### src/rtl/div_if.sv
// Handshake and data bundle between a divider client and div_unit.
interface div_if;
    logic        DIV_START;
    logic [31:0] DIV_DA;
    logic [31:0] DIV_DB;
    logic [1:0]  DIV_CTL;
    logic        DIV_FLUSH;
    logic        DIV_BUSY;
    logic        DIV_DONE;
    logic [31:0] DIV_DC;

    modport master (
        output DIV_START, DIV_DA, DIV_DB, DIV_CTL, DIV_FLUSH,
        input  DIV_BUSY, DIV_DONE, DIV_DC
    );

    modport slave (
        input  DIV_START, DIV_DA, DIV_DB, DIV_CTL, DIV_FLUSH,
        output DIV_BUSY, DIV_DONE, DIV_DC
    );
endinterface

### src/rtl/div_unit.sv
// 32-bit iterative restoring divider (DIV/DIVU/REM/REMU), one quotient bit per cycle.
// Optional macro DIV_FAST_SPECIAL_EN: divide-by-zero and signed overflow finish in one cycle.
module div_unit (
    input logic  clk,
    input logic  rst_n,
    div_if.slave bus
);

    typedef enum logic [1:0] {IDLE, CALC, FIX, DONE} state_t;

    state_t      r_state;
    state_t      w_nextState;
    logic [31:0] r_quo;
    logic [31:0] r_rem;
    logic [31:0] r_divisor;
    logic [31:0] r_result;
    logic [4:0]  r_count;
    logic        r_remSel;
    logic        r_quoNeg;
    logic        r_remNeg;
    logic        r_divZero;

    logic        w_accept;
    logic        w_signedOp;
    logic        w_divZero;
    logic        w_fast;
    logic [31:0] w_absA;
    logic [31:0] w_absB;
    logic [31:0] w_fastResult;
    logic [32:0] w_partial;
    logic [33:0] w_diff;
    logic        w_borrow;
    logic [31:0] w_quoFinal;
    logic [31:0] w_remFinal;

    assign w_accept   = bus.DIV_START && !bus.DIV_FLUSH && (r_state == IDLE || r_state == DONE);
    assign w_signedOp = ~bus.DIV_CTL[0];
    assign w_divZero  = (bus.DIV_DB == 32'd0);
    assign w_absA     = (w_signedOp && bus.DIV_DA[31]) ? -bus.DIV_DA : bus.DIV_DA;
    assign w_absB     = (w_signedOp && bus.DIV_DB[31]) ? -bus.DIV_DB : bus.DIV_DB;

`ifdef DIV_FAST_SPECIAL_EN
    logic w_overflow;
    assign w_overflow   = w_signedOp && (bus.DIV_DA == 32'h8000_0000) && (bus.DIV_DB == 32'hFFFF_FFFF);
    assign w_fast       = w_divZero || w_overflow;
    assign w_fastResult = bus.DIV_CTL[1] ? (w_divZero ? bus.DIV_DA : 32'd0)
                                         : (w_divZero ? 32'hFFFF_FFFF : 32'h8000_0000);
`else
    assign w_fast       = 1'b0;
    assign w_fastResult = 32'd0;
`endif

    // Extra borrow bit above the 33-bit partial remainder keeps the compare exact.
    assign w_partial  = {r_rem, r_quo[31]};
    assign w_diff     = {1'b0, w_partial} - {2'b00, r_divisor};
    assign w_borrow   = w_diff[33];

    assign w_quoFinal = r_divZero ? 32'hFFFF_FFFF : (r_quoNeg ? -r_quo : r_quo);
    assign w_remFinal = r_remNeg ? -r_rem : r_rem;

    always_ff @(posedge clk or negedge rst_n) begin
        if (!rst_n) begin
            r_state <= IDLE;
        end else begin
            r_state <= w_nextState;
        end
    end

    always_comb begin
        w_nextState = r_state;
        if (bus.DIV_FLUSH) begin
            w_nextState = IDLE;
        end else begin
            case (r_state)
                IDLE, DONE: begin
                    if (w_accept) begin
                        w_nextState = w_fast ? DONE : CALC;
                    end else begin
                        w_nextState = IDLE;
                    end
                end
                CALC:    w_nextState = (r_count == 5'd0) ? FIX : CALC;
                FIX:     w_nextState = DONE;
                default: w_nextState = IDLE;
            endcase
        end
    end

    always_ff @(posedge clk or negedge rst_n) begin
        if (!rst_n) begin
            r_quo     <= 32'd0;
            r_rem     <= 32'd0;
            r_divisor <= 32'd0;
            r_result  <= 32'd0;
            r_count   <= 5'd0;
            r_remSel  <= 1'b0;
            r_quoNeg  <= 1'b0;
            r_remNeg  <= 1'b0;
            r_divZero <= 1'b0;
        end else if (w_accept) begin
            r_quo     <= w_absA;
            r_rem     <= 32'd0;
            r_divisor <= w_absB;
            r_count   <= 5'd31;
            r_remSel  <= bus.DIV_CTL[1];
            r_quoNeg  <= w_signedOp && (bus.DIV_DA[31] ^ bus.DIV_DB[31]);
            r_remNeg  <= w_signedOp && bus.DIV_DA[31];
            r_divZero <= w_divZero;
            if (w_fast) begin
                r_result <= w_fastResult;
            end
        end else if (r_state == CALC) begin
            r_quo   <= {r_quo[30:0], ~w_borrow};
            r_rem   <= w_borrow ? w_partial[31:0] : w_diff[31:0];
            r_count <= r_count - 5'd1;
        end else if (r_state == FIX && !bus.DIV_FLUSH) begin
            r_result <= r_remSel ? w_remFinal : w_quoFinal;
        end
    end

    assign bus.DIV_BUSY = (r_state == CALC) || (r_state == FIX);
    assign bus.DIV_DONE = (r_state == DONE);
    assign bus.DIV_DC   = r_result;

endmodule

### src/flat_wrapper.sv
// flat-port wrapper written by rule: the top's interface ports become plain ports
module div_unit_flat 
  (clk, rst_n, bus_DIV_START, bus_DIV_DA, bus_DIV_DB, bus_DIV_CTL, bus_DIV_FLUSH, bus_DIV_BUSY, bus_DIV_DONE, bus_DIV_DC);
  div_if bus_i ();
  input logic clk;
  input logic rst_n;
  input wire logic [$bits(bus_i.DIV_START)-1:0] bus_DIV_START;
  input wire logic [$bits(bus_i.DIV_DA)-1:0] bus_DIV_DA;
  input wire logic [$bits(bus_i.DIV_DB)-1:0] bus_DIV_DB;
  input wire logic [$bits(bus_i.DIV_CTL)-1:0] bus_DIV_CTL;
  input wire logic [$bits(bus_i.DIV_FLUSH)-1:0] bus_DIV_FLUSH;
  output wire logic [$bits(bus_i.DIV_BUSY)-1:0] bus_DIV_BUSY;
  output wire logic [$bits(bus_i.DIV_DONE)-1:0] bus_DIV_DONE;
  output wire logic [$bits(bus_i.DIV_DC)-1:0] bus_DIV_DC;
  assign bus_i.DIV_START = bus_DIV_START;
  assign bus_i.DIV_DA = bus_DIV_DA;
  assign bus_i.DIV_DB = bus_DIV_DB;
  assign bus_i.DIV_CTL = bus_DIV_CTL;
  assign bus_i.DIV_FLUSH = bus_DIV_FLUSH;
  assign bus_DIV_BUSY = bus_i.DIV_BUSY;
  assign bus_DIV_DONE = bus_i.DIV_DONE;
  assign bus_DIV_DC = bus_i.DIV_DC;
  div_unit u_core (.clk(clk), .rst_n(rst_n), .bus(bus_i));
endmodule
### config.mk
export PLATFORM = sky130hd
export DESIGN_NAME = div_unit_flat
export DESIGN_NICKNAME = d
export VERILOG_FILES = /design/src/rtl/div_if.sv /design/src/rtl/div_unit.sv /design/src/flat_wrapper.sv
export SDC_FILE = /design/constraint.sdc
export NUM_CORES = 1
export LEC_CHECK = 0
export ABC_AREA = 1
export CORE_ASPECT_RATIO = 0.9
export CORE_MARGIN = 8
export CORE_UTILIZATION = 30
export CTS_BUF_LIST = sky130_fd_sc_hd__clkbuf_16
export DETAILED_ROUTE_END_ITERATION = 8
export MAX_ROUTING_LAYER = met4
export PLACE_DENSITY = 0.5
export SYNTH_ARGS = -nofsm -noshare
export SYNTH_HDL_FRONTEND = slang
export SYNTH_SLANG_ARGS = --single-unit
### constraint.sdc
create_clock -name clk -period 2.35 [get_ports clk]
set_input_delay 0.705 -clock clk [delete_from_list [all_inputs] [get_ports clk]]
set_output_delay 0.705 -clock clk [all_outputs]
set_load 0.01 [all_outputs]
==> results_dict.tcl, run 1 <==
set metrics [dict create \
    p_leak_nw 8.16 \
    worstRegToRegCells 13 \
    swShare_pct 48.7 \
    crit_family "simple AND/OR/NAND/NOR gates" \
    antenna_found_initial 1 \
    drv_cap 0 \
    postCtsHoldBufs 0 \
    wl_um 46900 \
    power_mw 15.9 \
    route.vias.total 13681 \
    rows 70 \
    h-tree-depth 4 \
    core-area_um2 40500 \
    syn_avg_cell_area_um2 6.19 \
    synth_area_um2 12200 \
    grt_first_pass_wirelength_um 75100 \
    finalWorstSetupSlack_ns 0.0925 \
    cpMaxStageDelayCell "fa_2" \
    yosys.area_share.xor_xnor_pct 3.15 \
    final_common_cell "nand2_1" \
    synthMuxAreaShare_pct 0 \
    seq_area_frac_synth_pct 28.4 \
    hold_viol_final 0 \
    initial_core_util_pct 30.3 \
    status "finished, final reports clean" \
    synthSimpleGateAreaFrac_pct 40.6 \
    drt_iter0_markers 980 \
    ir_drop_v 0.000478 \
    postSynthNetCount 2090 \
    power_density_nw_per_um2 967 \
    p_sw_mw 7.73 \
    end_kind "flip-flop" \
    syn_to_final_growth_pct 34.0 \
    grt_max_degree 44 \
    setup_viol 0 \
    slowest_delay_ns 0.40 \
    yosys_warnings 0 \
    ys_seq_elements 139 \
    dpl.hpwl_um 38100 \
    crit_chain "inv_2 -> ha_4 -> inv_2 -> fa_2 -> nand3_2 -> nand3_4 -> nand3_1 -> nand3b_1 -> buf_4 -> xnor2_4 -> nand2_1 -> nand3_1 -> o21ai_0" \
    synth.distinct_cells 47 \
    cts_sinks 139 \
    hp-class "in -> async" \
    period_share_pct 96.1 \
    synth_edf_count 0 \
    synthAdderAreaFrac_pct 4.25 \
    final_area_um2 16400 \
    grt_usage_pct 20.2 \
    rsz0062_at_grt "yes" \
    crit_type "reg -> reg" \
    p_int_mw 8.13 \
    wl_per_cell_um 16.7 \
    cts_buffer_depth 2 \
    cts_tree "yes" \
    die_h_um 208 \
    drc 0 \
    critPathMaxFanout 4 \
    placed_cell_area_um2 15400 \
    synth_ff_type "dfrtp_1" \
    drtAntennaViolNets 0 \
    clock_latency_ns 0.45 \
    layout_common_cells "nand2_1 (598), inv_1 (250), nand3_1 (243)" \
    num-nets-final 2368 \
    design.die.area_um2 47500 \
    async_reset_ff_share_pct 100 \
    p_seq_share_pct 21.6 \
    start_kind "flip-flop" \
    port_buffers 103 \
    synth_top_family_by_area "simple AND/OR/NAND/NOR gates" \
    synth-compound-area-share_pct 12.6 \
    clock-root-buffer "clkbuf_16" \
    path_depth 13 \
    cts_buffers 17 \
    drive_above_1_share_pct 16.4 \
    cp_num_buf_inv 3 \
    critPathRequiredTime_ns 2.67 \
    tns_ns 0 \
    gr-total-overflow 0 \
    post-place-ws_ns -0.266 \
    grt_pass1_vias 13385 \
    drv_slew 0 \
    vias_per_cell 4.87 \
    fill_cells 4388 \
    die_w_um 229 \
    whs_ns 0.152 \
    ioPinCount 104 \
    critPathArrivalTime_ns 2.58 \
    final.setup_skew_ns 0.0175 \
    dr.pass1.iters 5 \
    combPwrFrac_pct 61.8 \
    finalCriticalPeriod_ns 2.26 \
    power_frac_clock_pct 16.6 \
    fmax_mhz 443 \
    tightestPinTransition_ns 0.620 \
    clk_pin_slew_ns 0.07 \
    synth_cells 1979 \
    gp_congestion 0.959 \
    slew_headroom_pct 58.7 \
]
-- worst reg2reg max path, delay by kind of cell (launching register included) --
kind / cells / cell delay, ns
buffers and inverters: 3 / 0.36
flip-flops: 1 / 0.39
AND/OR/NAND/NOR: 6 / 0.66
XOR/XNOR: 1 / 0.14
AO/OA/AOI/OAI: 1 / 0.08
adder cells (fa/ha/maj): 2 / 0.53
-- synthesized netlist by cell type, types with 4 or more instances --
cell type  number  area [µm²]
ha_1           40         500
nand4_1        26         163
nand2_2        10        62.6
o21ai_0       113         566
o31ai_1         4        30.0
xor2_1         25         219
nand3_1       250        1250
nor2_2         11        68.8
o22ai_1        13        81.3
clkinv_1        5        18.8
a31oi_1        11        68.8
o21a_1          6        45.0
inv_2          11        41.3
o21ai_1        21         105
nand3b_1       10        75.1
xnor2_1        19         166
buf_1           7        26.3
nor3_1         24         120
nand2_1       606        2270
inv_1         264         991
nor4_1          6        37.5
and2_1          6        37.5
o211ai_1        6        45.0
a21oi_1        52         260
o221ai_1       17         149
nand3_2        15         150
nor2_1        176         661
clkbuf_1       29         109
dfrtp_1       139        3480
o21bai_1        9        67.6
buf_2          17        85.1
-- through the flow --
| stage | utilization, % | instances |
|---|---|---|
| 2_1_floorplan | - | 1979 |
| 3_3_place_gp | 38.0 | 2772 |
| 3_5_place_dp | 38.0 | 2772 |
| 4_1_cts | 39.5 | 2804 |
| 5_1_grt | 40.5 | 2811 |
| 6_report | 40.5 | 2811 |
-- routing by layer --
metal / vias up / GRT usage [%] / routed length (µm)
li1: 6982 / - / -
met1: 6313 / 27.9 / 23300
met2: 348 / 30.7 / 20500
met3: 38 / 3.37 / 2300
met4: 0 / 4.28 / 739
met5: - / - / 0
-- power groups by stage --
stage               Combinational, mW  Sequential [mW]  Clock, mW
floorplan                        5.92             3.28          0
global placement                 9.03             3.43          0
detailed placement               9.08             3.43          0
CTS                              9.19             3.40       2.70
global route                     11.0             3.49       2.79
finish                           9.80             3.43       2.63
-- sequential cells by signal, indices dropped and copies added (netlist names) --
register	cells
u_core.r_remSel	1
u_core.r_divisor	32
u_core.r_quo	32
u_core.r_rem	32
u_core.r_count	5
u_core.r_remNeg	1
u_core.r_quoNeg	1
u_core.bus.DIV_DC	32
u_core.r_divZero	1
u_core.r_state	2
-- worst paths after layout --
check / from / slack (ns) / end
min in group clk: u_core.bus.DIV_DC[11] / 0.48 / u_core.bus.DIV_DC[11]
min reg2reg: u_core.bus.DIV_DC[11] / 0.48 / u_core.bus.DIV_DC[11]
min: rst_n / 0.15 / u_core.r_divisor[15]
max in group asynchronous: rst_n / 1.57 / u_core.r_divisor[5]
max reg2reg: u_core.r_quo[31] / 0.09 / u_core.r_rem[12]
max: u_core.r_quo[31] / 0.09 / u_core.r_rem[12]
-- cells by family after synthesis --
| group | count (synthesis) |
|---|---|
| buffers and inverters | 340 |
| flip-flops | 139 |
| XOR/XNOR | 44 |
| adder cells (fa/ha/maj) | 41 |
| AND/OR/NAND/NOR | 1148 |
| AO/OA/AOI/OAI | 267 |
-- layout make-up --
type,count,area (µm²),share of cell area (%)
Timing Repair Buffer,319,2860,17.4
Clock inverter,15,130,0.793
Clock buffer,17,425,2.59
Multi-Input combinational cell,1500,7780,47.4
Sequential cell,139,3480,21.2
Antenna cell,1,2.50,0.0153
Tap cell,540,676,4.12
Inverter,280,1050,6.43
-- repair_timing --
action,CTS,global route
pin swaps,5,14
setup endpoints to repair,31,45
setup buffers,0,5
gates resized for setup,12,78
cloned,0,1
Note: power is estimated with default switching activity, not from simulation.
==> inputs of run 2 (changes only) <==
Settings changed: ABC_CLOCK_PERIOD_IN_PS set to 2350.
==> results of run 2 <==
The final DEF is identical to that of run 1; final timing and power are the same.
